===== src/rtl/intr_ctrl.sv =====
// Round-robin interrupt controller: edge-latched pending bits, CPU mask,
// irq/vector presentation with an ack/eoi service handshake.
module intr_ctrl #(
    parameter int NSRC = 4,
    parameter int VEC_W = 10,
    parameter logic [VEC_W-1:0] VBASE = VEC_W'(1000),
    localparam int IW = (NSRC > 1) ? $clog2(NSRC) : 1
) (
    input  logic             clk,
    input  logic             reset,
    input  logic [NSRC-1:0]  irq_in,
    input  logic             mask_we,
    input  logic [NSRC-1:0]  mask_d,
    input  logic             ack,
    input  logic             eoi,
    output logic             irq,
    output logic [VEC_W-1:0] vector,
    output logic [IW-1:0]    active_id,
    output logic             in_service,
    output logic [NSRC-1:0]  pending
);

    localparam logic [1:0] IDLE = 2'd0;
    localparam logic [1:0] REQ  = 2'd1;
    localparam logic [1:0] SERV = 2'd2;

    localparam logic [IW:0]   NS   = (IW+1)'(NSRC);
    localparam logic [IW-1:0] LAST = IW'(NSRC - 1);

    logic [1:0]       state;
    logic [NSRC-1:0]  irq_q;
    logic [NSRC-1:0]  mask;
    logic [IW-1:0]    rr_ptr;

    logic             st_idle;
    logic             st_req;
    logic             st_serv;
    logic [NSRC-1:0]  rise;
    logic [NSRC-1:0]  req;
    logic [NSRC-1:0]  pend_n;
    logic             has_req;
    logic [IW-1:0]    sel;
    logic [IW-1:0]    rr_next;
    logic [VEC_W-1:0] vec_sel;

    // First set bit of r at or above p, wrapping past the top source.
    function automatic logic [IW-1:0] rr_pick(
        input logic [NSRC-1:0] r,
        input logic [IW-1:0]   p
    );
        logic [IW:0] idx;
        logic        hit;
        rr_pick = p;
        hit = 1'b0;
        for (int i = 0; i < NSRC; i++) begin
            idx = {1'b0, p} + (IW+1)'(i);
            if (idx >= NS)
                idx = idx - NS;
            if (!hit && r[idx[IW-1:0]]) begin
                hit = 1'b1;
                rr_pick = idx[IW-1:0];
            end
        end
    endfunction

    assign st_idle = (state == IDLE);
    assign st_req  = (state == REQ);
    assign st_serv = (state == SERV);

    assign irq        = st_req;
    assign in_service = st_serv;

    assign rise    = irq_in & ~irq_q;
    assign req     = pending & mask;
    assign has_req = |req;
    assign sel     = rr_pick(req, rr_ptr);
    assign vec_sel = VBASE + VEC_W'(sel);
    assign rr_next = (active_id == LAST) ? '0 : active_id + IW'(1);

    // A fresh edge on the source being acked overrides the clear.
    always_comb begin
        pend_n = pending;
        if (st_req && ack)
            pend_n[active_id] = 1'b0;
        pend_n = pend_n | rise;
    end

    always_ff @(posedge clk or negedge reset) begin
        if (!reset) begin
            state     <= IDLE;
            irq_q     <= '0;
            pending   <= '0;
            mask      <= '0;
            rr_ptr    <= '0;
            active_id <= '0;
            vector    <= '0;
        end else begin
            irq_q   <= irq_in;
            pending <= pend_n;
            if (mask_we)
                mask <= mask_d;
            unique case (1'b1)
                st_idle: begin
                    if (has_req) begin
                        active_id <= sel;
                        vector    <= vec_sel;
                        state     <= REQ;
                    end
                end
                st_req: begin
                    if (ack) begin
                        rr_ptr <= rr_next;
                        state  <= SERV;
                    end
                end
                st_serv: begin
                    if (eoi)
                        state <= IDLE;
                end
                default: state <= IDLE;
            endcase
        end
    end

endmodule


===== config.mk =====
export PLATFORM = sky130hd
export DESIGN_NAME = intr_ctrl
export DESIGN_NICKNAME = d
export VERILOG_FILES = /design/src/rtl/intr_ctrl.sv
export SDC_FILE = /design/constraint.sdc
export NUM_CORES = 1
export LEC_CHECK = 0
export CAP_MARGIN = 40
export CORE_MARGIN = 2
export CORE_UTILIZATION = 25
export CTS_BUF_LIST = sky130_fd_sc_hd__clkbuf_4
export DETAILED_ROUTE_END_ITERATION = 7
export PLACE_DENSITY_LB_ADDON = 0.15
export SYNTH_ARGS = -nofsm -noshare
export SYNTH_HDL_FRONTEND = slang
export SYNTH_SLANG_ARGS = --single-unit

===== constraint.sdc =====
create_clock -name clk -period 1.45 [get_ports clk]
set_input_delay 0.145 -clock clk [delete_from_list [all_inputs] [get_ports clk]]
set_output_delay 0.145 -clock clk [all_outputs]
set_load 0.01 [all_outputs]

==> reports/qor.yml, run 1 <==
clock_tree:
  clk_pin_slew_ps: 110
  clk_latency_ps: 290
  cts.htree.levels: 1
  cts_root_buf: "clkbuf_4"
  cts_sinks: 19
  cts_buffers: 3
  cts_tree: "built"
  ctsHoldBuffers: 0
  clockBufferDepth: 2
cells_and_area:
  nNetsFinal: 139
  area_growth_pct: 42.5
  drive_gt1_share_pct: 17.4
  final_util_pct: 38.2
  diodes: 0
  n_fill_cell: 358
run:
  cap_viol_max_count: 0
global_route:
  grt_pass1_vias: 711
  antenna_found_initial: 0
  grt_overflow: 0
  grt_pass1_wl_um: 3260
  grt_start_max_net_pins: 20
  grt_util_all_layers_pct: 10.2
timing:
  post-route-period-util_pct: 96.1
  max_freq_mhz: 718
  slew_violations: 0
  whs_ps: 183
  finClkSkew_ps: 3.07
  min_period_ps: 1390
  setup_viol: 0
  timing.final.ws_setup_ps: 56.8
  hold_viol_final: 0
route:
  postRouteAntennaNets: 0
  drt_iter0_markers: 16
  vias: 717
  drtPass1Iterations: 4
  avgRoutedWirePerCell_um: 11.3
  drt-total-wl_um: 1890
  remaining_drc_errors: 0
  viasPerCell: 4.29
worst_setup_path:
  critPathLaunchType: "register"
  crit_chain: "clkdlybuf4s50_1"
  crit_required_ps: 1310
  worstSetupPathType: "register to output pin"
  critPathArrivalTime_ps: 1250
  worst_setup_path_end_kind: "output pin"
  cpMaxStageDelayCell: "clkdlybuf4s50_1"
  crit_buf_inv: 1
  worst_path_largest_cell_delay_ps: 550
  path_delay_family: "buffers and inverters"
  cp_max_fo: 5
synthesis:
  ys_types: 21
  synth_edf_count: 0
  ys_async_sr_fraction_pct: 100
  ys_seq_area_share_pct: 51.9
  synth_area_leader_cell: "dfrtp_1"
  yosys-top-cells-count: "dfrtp_1, nand2_1, buf_4"
  synthTopCellsByArea: "dfrtp_1, buf_4, mux2_2, ha_1, nand2_1"
  syn_area_um2: 916
  syn_avg_cell_area_um2: 10.4
  synth.most_common_cell: "dfrtp_1"
  ys_ff_latch: 19
  yosysWarnings: 0
  ys.flop_type: "dfrtp_1"
  syn_inst: 88
  synth.top_cell.area_share_pct: 51.9
floorplan:
  start_util_pct: 26.8
  io_pins: 31
  die_w_um: 64.5
  coreArea_um2: 3420
  fp.dieArea_um2: 4160
  dieHeight_um: 64.5
  rows: 21
power_and_ir_drop:
  p_int_mw: 1.31
  p_switching_mw: 0.732
  total_power_mw: 2.05
  p_leak_nw: 0.596
  p_sw_share_pct: 35.8
  p_clk_share_pct: 13.9
  pwr-share-comb_pct: 46.0
  peakVddDrop_mv: 0.509
  sequentialPowerShare_pct: 40.1
  p_per_area_nw_per_um2: 1570
placed_design:
  port_buffers: 28
  place_congestion: 0.706
  hpwlAfterDp_um: 1420
  dpl_worst_slack_ps: 181
status:
  status: "finished clean"
worst_hold_path:
  hold_class: "input pin to asynchronous set/reset pin"
## layer usage
metal  global-route usage (%)  part of all wire (%)  up-vias
met1                     12.7                    46      340
met4                     4.52                  0.80        0
met3                     2.78                   4.6        2
met2                     16.4                    48       23
li1                         -                     -      352
met5                        0                     0        -
## what timing repair did
item	CTS	global route
gates resized for setup	6	7
setup buffers	3	3
endpoints found under the setup margin	13	10
## metrics by stage
step           cell area, µm²  instances  setup TNS, ps
2_1_floorplan             920         89              0
3_3_place_gp             1210        157              0
3_5_place_dp             1210        157              0
4_1_cts                  1260        164              0
5_1_grt                  1310        167          -3.90
6_report                 1310        167              0
## cell type report
class	instances	area (µm²)	area share [%]
sequential	19	479	36.7
timing repair buffer	37	362	27.7
multi-input combinational	53	347	26.6
tap	46	57.6	4.41
clock buffer	4	30.0	2.30
inverter	8	30.0	2.30
## cells by family (layout without fill, tap and decap cells)
| kind of cell | after synthesis | count (layout) | share of synthesized area [%] |
|---|---|---|---|
| simple gates | 25 | 25 | 12.4 |
| flops | 19 | 19 | 51.9 |
| compound gates | 17 | 17 | 13.0 |
| buf+inv | 17 | 49 | 10.7 |
| mux | 5 | 5 | 6.15 |
| fa+ha+maj | 4 | 4 | 5.46 |
| other cells | 1 | 2 | 0.409 |
## worst register-to-register path, stage by stage (launching register included)
cell	delay [ps]
dfrtp_1	410
or2_0	240
a41o_1	280
o31ai_1	260
## flip-flops by register name, summed over array words and instances, names as in the netlist
signal and count:
active_id 1, pending 4, mask 4, rr_ptr 2
vector 2, state 2, irq_q 4
## power by group through the flow
stage	clock network [mW]	logic, mW	registers, mW
floorplan	0	0.487	0.844
global placement	0	0.885	0.856
detailed placement	0	0.891	0.861
CTS	0.298	0.916	0.841
global route	0.324	1.07	0.851
finish	0.284	0.942	0.820
## path summary, 6_finish.rpt
kind                            from         end  slack, ps  depth (start not counted)
max in group asynchronous      reset  pending[3]       1050                          2
hold / removal                 reset   vector[1]        180                          2
hold reg to reg             irq_q[3]  pending[3]        420                          1
min in group clk           irq_in[3]    irq_q[3]        310                          1
setup / recovery           vector[8]   vector[8]         60                          1
setup reg to reg            state[0]   vector[1]        170                          3
## placed cells by master, fill, tap and decap left out, types with 4 or more instances in the layout
cell type         n
clkdlybuf4s50_1  18
dfrtp_1          16
nand2_1          12
buf_4             9
inv_1             8
o21ai_0           7
dlymetal6s2s_1    7
nand3_1           5
mux2_2            5
ha_1              4
clkbuf_4          4
Power figures use the tool's default switching activity.
==> run 2, diff against run 1 <==
--- a/config.mk
+++ b/config.mk
@@ -11,6 +11,7 @@
 export CTS_BUF_LIST = sky130_fd_sc_hd__clkbuf_4
 export DETAILED_ROUTE_END_ITERATION = 7
 export PLACE_DENSITY_LB_ADDON = 0.15
+export SKIP_CTS_REPAIR_TIMING = 1
 export SYNTH_ARGS = -nofsm -noshare
 export SYNTH_HDL_FRONTEND = slang
 export SYNTH_SLANG_ARGS = --single-unit
==> run 2 against run 1 <==
Compared with the run above: final cell count decreased by 0.60%; largest power group unchanged; critical path type unchanged; register-to-register slack got worse by 100 ps; non-clock buffer count decreased by 1.
==> reports/qor.yml, run 2 (synthesized netlist as in run 1, its figures left out) <==
power_and_ir_drop:
  p_leak_nw: 0.616
  p_per_area_nw_per_um2: 1590
  p_switching_mw: 0.735
  pwr-share-comb_pct: 46.9
  peakVddDrop_mv: 0.517
  p_int_mw: 1.34
  p_sw_share_pct: 35.4
  p_clk_share_pct: 13.7
  sequentialPowerShare_pct: 39.4
timing:
  setup_viol: 0
  max_freq_mhz: 718
  hold_viol_final: 0
  finClkSkew_ps: 3.38
  fin_setup_tns_ps: 0
  slew_violations: 0
  min_period_ps: 1390
  grt_setup_unrepaired: "no"
  post-route-period-util_pct: 96.1
route:
  drt_iter0_markers: 16
  remaining_drc_errors: 0
  postRouteAntennaNets: 0
  drt-total-wl_um: 1880
  drtPass1Iterations: 4
  vias: 712
  avgRoutedWirePerCell_um: 11.3
  viasPerCell: 4.29
placed_design:
  hpwlAfterDp_um: 1420
  port_buffers: 28
  placed_cells: 157
  place_congestion: 0.706
  dpl_cell_area_um2: 1210
worst_setup_path:
  cp_max_fo: 6
  cpMaxStageDelayCell: "clkdlybuf4s50_1"
  path_delay_family: "buffers and inverters"
  crit_required_ps: 1310
  worst_path_largest_cell_delay_ps: 540
  crit_chain: "clkdlybuf4s50_1"
  worst_setup_path_end_kind: "output pin"
  crit_buf_inv: 1
  worstSetupPathType: "register to output pin"
  critPathLaunchType: "register"
  critPathArrivalTime_ps: 1250
clock_tree:
  clk_pin_slew_ps: 110
  clk_latency_ps: 290
  cts_tree: "built"
  cts_root_buf: "clkbuf_4"
  cts_sinks: 19
  cts.htree.levels: 1
  cts_buffers: 3
  clockBufferDepth: 2
floorplan:
  io_pins: 31
  fp.dieArea_um2: 4160
  die_w_um: 64.5
  rows: 21
  coreArea_um2: 3420
  start_util_pct: 26.8
  dieHeight_um: 64.5
global_route:
  grt_pass1_wl_um: 3190
  grt_overflow: 0
  antenna_found_initial: 0
  grt_pass1_vias: 684
  grt_util_all_layers_pct: 9.96
  grt_start_max_net_pins: 20
run:
  cap_viol_max_count: 0
worst_hold_path:
  hold_class: "input pin to asynchronous set/reset pin"
cells_and_area:
  area_growth_pct: 42.8
  drive_gt1_share_pct: 17.5
  mostFrequentLayoutCells: "clkdlybuf4s50_1, dfrtp_1, nand2_1, dlymetal6s2s_1"
  final_common_cell: "clkdlybuf4s50_1"
  largestRegisters: "irq_q: 4 flops, mask: 4 flops, pending: 4 flops"
  layout.cells.non_filler: 166
  nNetsFinal: 138
  final_area_um2: 1310
  diodes: 0
status:
  status: "finished clean"
-- run 2: cell types whose count changed in the layout (fill, tap and decap cells not counted), sizes merged --
cell	before	now
buf	9	8
clkdlybuf4s50	18	19
dlygate4sd2	3	0
dlymetal6s2s	7	9
-- run 2: stage by stage --
step                worst slack [ps]  utilization, %  hold slack [ps]  power (mW)
floorplan                        232               -             -151        1.33
global placement                 186            35.5              404        1.74
detailed placement               181            35.5              413        1.75
CTS                             -161            36.4              193        2.05
global route                    2.19            38.3              197        2.28
finish                          57.1            38.3              183        2.08
-- run 2: final timing paths --
kind,slack (ps),start,end,cells after the start
min,180,reset,vector[1],2
max,60,vector[8],vector[8],1
max in group asynchronous,1050,reset,pending[3],2
max reg2reg,70,state[0],rr_ptr[1],6
min reg2reg,420,irq_q[3],pending[3],1
min in group clk,310,irq_in[3],irq_q[3],1
-- run 2: layout make-up --
| cell class | count | area, µm² |
|---|---|---|
| well taps | 46 | 57.6 |
| multi-input cells | 53 | 347 |
| flip-flops and latches | 19 | 480 |
| inverters | 8 | 30.0 |
| repair buffers | 36 | 363 |
| clock buffers | 4 | 30.0 |
| fillers | 355 | 2110 |
-- run 2: per-layer routing --
layer	vias up	global-route usage, %	wire length (µm)	part of all wire [%]
met5	-	0	0	0
met4	0	4.52	15	0.80
met3	2	2.78	101	5.4
met2	23	15.9	900	48
met1	337	12.5	858	46
li1	350	-	-	-
-- run 2: power groups by stage --
stage	combinational, mW	clock, mW	sequential (mW)
final	0.974	0.285	0.819
after global routing	1.10	0.324	0.849
after CTS	0.897	0.298	0.853
after detailed placement	0.891	0	0.861
after global placement	0.885	0	0.856
after floorplan	0.487	0	0.844
-- run 2: worst register-to-register path, cell delays in order, from the launching register on --
cell and delay (ps):
dfrtp_1 410, buf_4 140, nand2b_1 70, inv_1 50, buf_4 140, nand2_1 130, mux2_2 350
==> run 3, diff against run 2 <==
--- a/config.mk
+++ b/config.mk
@@ -10,7 +10,7 @@
 export CORE_UTILIZATION = 25
 export CTS_BUF_LIST = sky130_fd_sc_hd__clkbuf_4
 export DETAILED_ROUTE_END_ITERATION = 7
-export PLACE_DENSITY_LB_ADDON = 0.15
+export PLACE_DENSITY_LB_ADDON = 0.12
 export SKIP_CTS_REPAIR_TIMING = 1
 export SYNTH_ARGS = -nofsm -noshare
 export SYNTH_HDL_FRONTEND = slang
==> run 3 against run 2 <==
Compared with the run above: via count increased by 2.1%; register-to-register slack improved by 80 ps; final cell count increased by 0.60%; die area unchanged; clock skew increased by 4.5 ps; total power increased by 0.18%; utilization increased by 0.33 points; critical path depth unchanged; largest power group unchanged; highest routed layer unchanged.
==> reports/qor.yml, run 3 (synthesized netlist as in run 1, its figures left out) <==
worst_setup_path:
  rrSetupSlack_ps: 150
  reg2reg_from: "state[0]"
  critPathLaunchType: "register"
  critPathArrivalTime_ps: 1260
  path_delay_family: "buffers and inverters"
  worst_setup_path_end_kind: "output pin"
  cp_max_fo: 6
  crit_chain: "clkdlybuf4s50_1"
  cpMaxStageDelayCell: "clkdlybuf4s50_1"
  worstSetupPathType: "register to output pin"
  crit_required_ps: 1310
  worst_path_largest_cell_delay_ps: 540
  r2r_end: "active_id[0]"
  reg2reg_depth: 3
  crit_buf_inv: 1
floorplan:
  die_w_um: 64.5
  coreArea_um2: 3420
  dieHeight_um: 64.5
  start_util_pct: 26.8
  rows: 21
  fp.dieArea_um2: 4160
  io_pins: 31
placed_design:
  placed_cells: 157
  port_buffers: 28
  dpl_cell_area_um2: 1210
  place_congestion: 0.714
  hpwlAfterDp_um: 1400
cells_and_area:
  area_growth_pct: 44.0
  diodes: 0
  multiInputGateArea_um2: 347
  drive_gt1_share_pct: 17.4
  n_fill_cell: 351
  final_common_cell: "clkdlybuf4s50_1"
  largestRegisters: "irq_q: 4 flops, mask: 4 flops, pending: 4 flops"
  seqCellArea_um2: 479
  nNetsFinal: 139
  layout.cells.non_filler: 167
  final_area_um2: 1320
  mostFrequentLayoutCells: "clkdlybuf4s50_1, dfrtp_1, nand2_1, dlymetal6s2s_1, buf_4"
route:
  drt_iter0_markers: 17
  vias: 727
  drt-total-wl_um: 1920
  remaining_drc_errors: 0
  drtPass1Iterations: 2
  avgRoutedWirePerCell_um: 11.5
  postRouteAntennaNets: 0
  viasPerCell: 4.35
clock_tree:
  cts_tree: "built"
  clockBufferDepth: 2
  clk_latency_ps: 300
  cts_root_buf: "clkbuf_4"
  clk_pin_slew_ps: 110
  cts_sinks: 19
  cts.htree.levels: 1
  cts_buffers: 3
global_route:
  grt_start_max_net_pins: 20
  grt_pass1_wl_um: 3150
  antenna_found_initial: 0
  grt.met3_usage_pct: 3.82
  grt_overflow: 0
  grt_util_all_layers_pct: 10.1
  busiest_layer: "met2"
  grt_pass1_vias: 641
  use_met2_pct: 15.8
  grt_use_met1_pct: 12.3
timing:
  slew_violations: 0
  hold_viol_final: 0
  post-route-period-util_pct: 96.9
  setup_viol: 0
  max_freq_mhz: 712
  min_period_ps: 1410
  finClkSkew_ps: 7.85
worst_hold_path:
  hold_class: "input pin to asynchronous set/reset pin"
power_and_ir_drop:
  peakVddDrop_mv: 0.629
  p_per_area_nw_per_um2: 1580
  p_leak_nw: 0.645
status:
  status: "finished clean"
run:
  cap_viol_max_count: 0
## run 3: cell count changes in the layout (fill, tap and decap cells not counted)
| cell | delta |
|---|---|
| buf_4 | +1 |
| clkdlybuf4s50_1 | -2 |
| dfrtp_1 | +1 |
| dfrtp_2 | -1 |
| dlymetal6s2s_1 | +2 |
## run 3: metrics by stage
stage	utilization [%]	setup TNS, ps	setup WS (ps)	power (mW)	hold slack (ps)
after floorplan	-	0	232	1.33	-151
after global placement	35.5	0	171	1.73	403
after detailed placement	35.5	0	175	1.74	408
after CTS	36.4	-814	-182	2.05	160
after global routing	38.6	-2.98	-2.01	2.26	164
final	38.6	0	45.0	2.08	157
## run 3: how the worst max path moves through the flow
stage / startpoint / to / slack (ps) / depth (start not counted)
2_1_floorplan: pending[1] / active_id[0] / 230 / 4
3_3_place_gp: state[1] / rr_ptr[1] / 170 / 5
3_5_place_dp: state[1] / rr_ptr[1] / 170 / 5
4_1_cts: state[1] / irq / -180 / 3
5_1_grt: vector[8] / vector[3] / -2 / 1
6_report: vector[8] / vector[6] / 40 / 1
## run 3: routing by layer
| metal | up-vias | part of all wire (%) |
|---|---|---|
| li1 | 357 | - |
| met1 | 342 | 44 |
| met2 | 23 | 47 |
| met3 | 5 | 6.6 |
| met4 | 0 | 2.7 |
| met5 | - | 0 |
## run 3: where the power goes
group	internal (mW)	leakage (nW)	total, mW	switching, mW
Sequential	0.679	0.211	0.831	0.152
Clock	0.126	0.0184	0.292	0.166
Combinational	0.529	0.416	0.958	0.429
Total	1.33	0.645	2.08	0.746
## run 3: final cells by class
type / count / share of cell area (%)
well taps: 46 / 4.36
repair buffers: 37 / 28.5
clock buffers: 4 / 2.28
flip-flops and latches: 19 / 36.3
inverters: 8 / 2.28
multi-input cells: 53 / 26.3
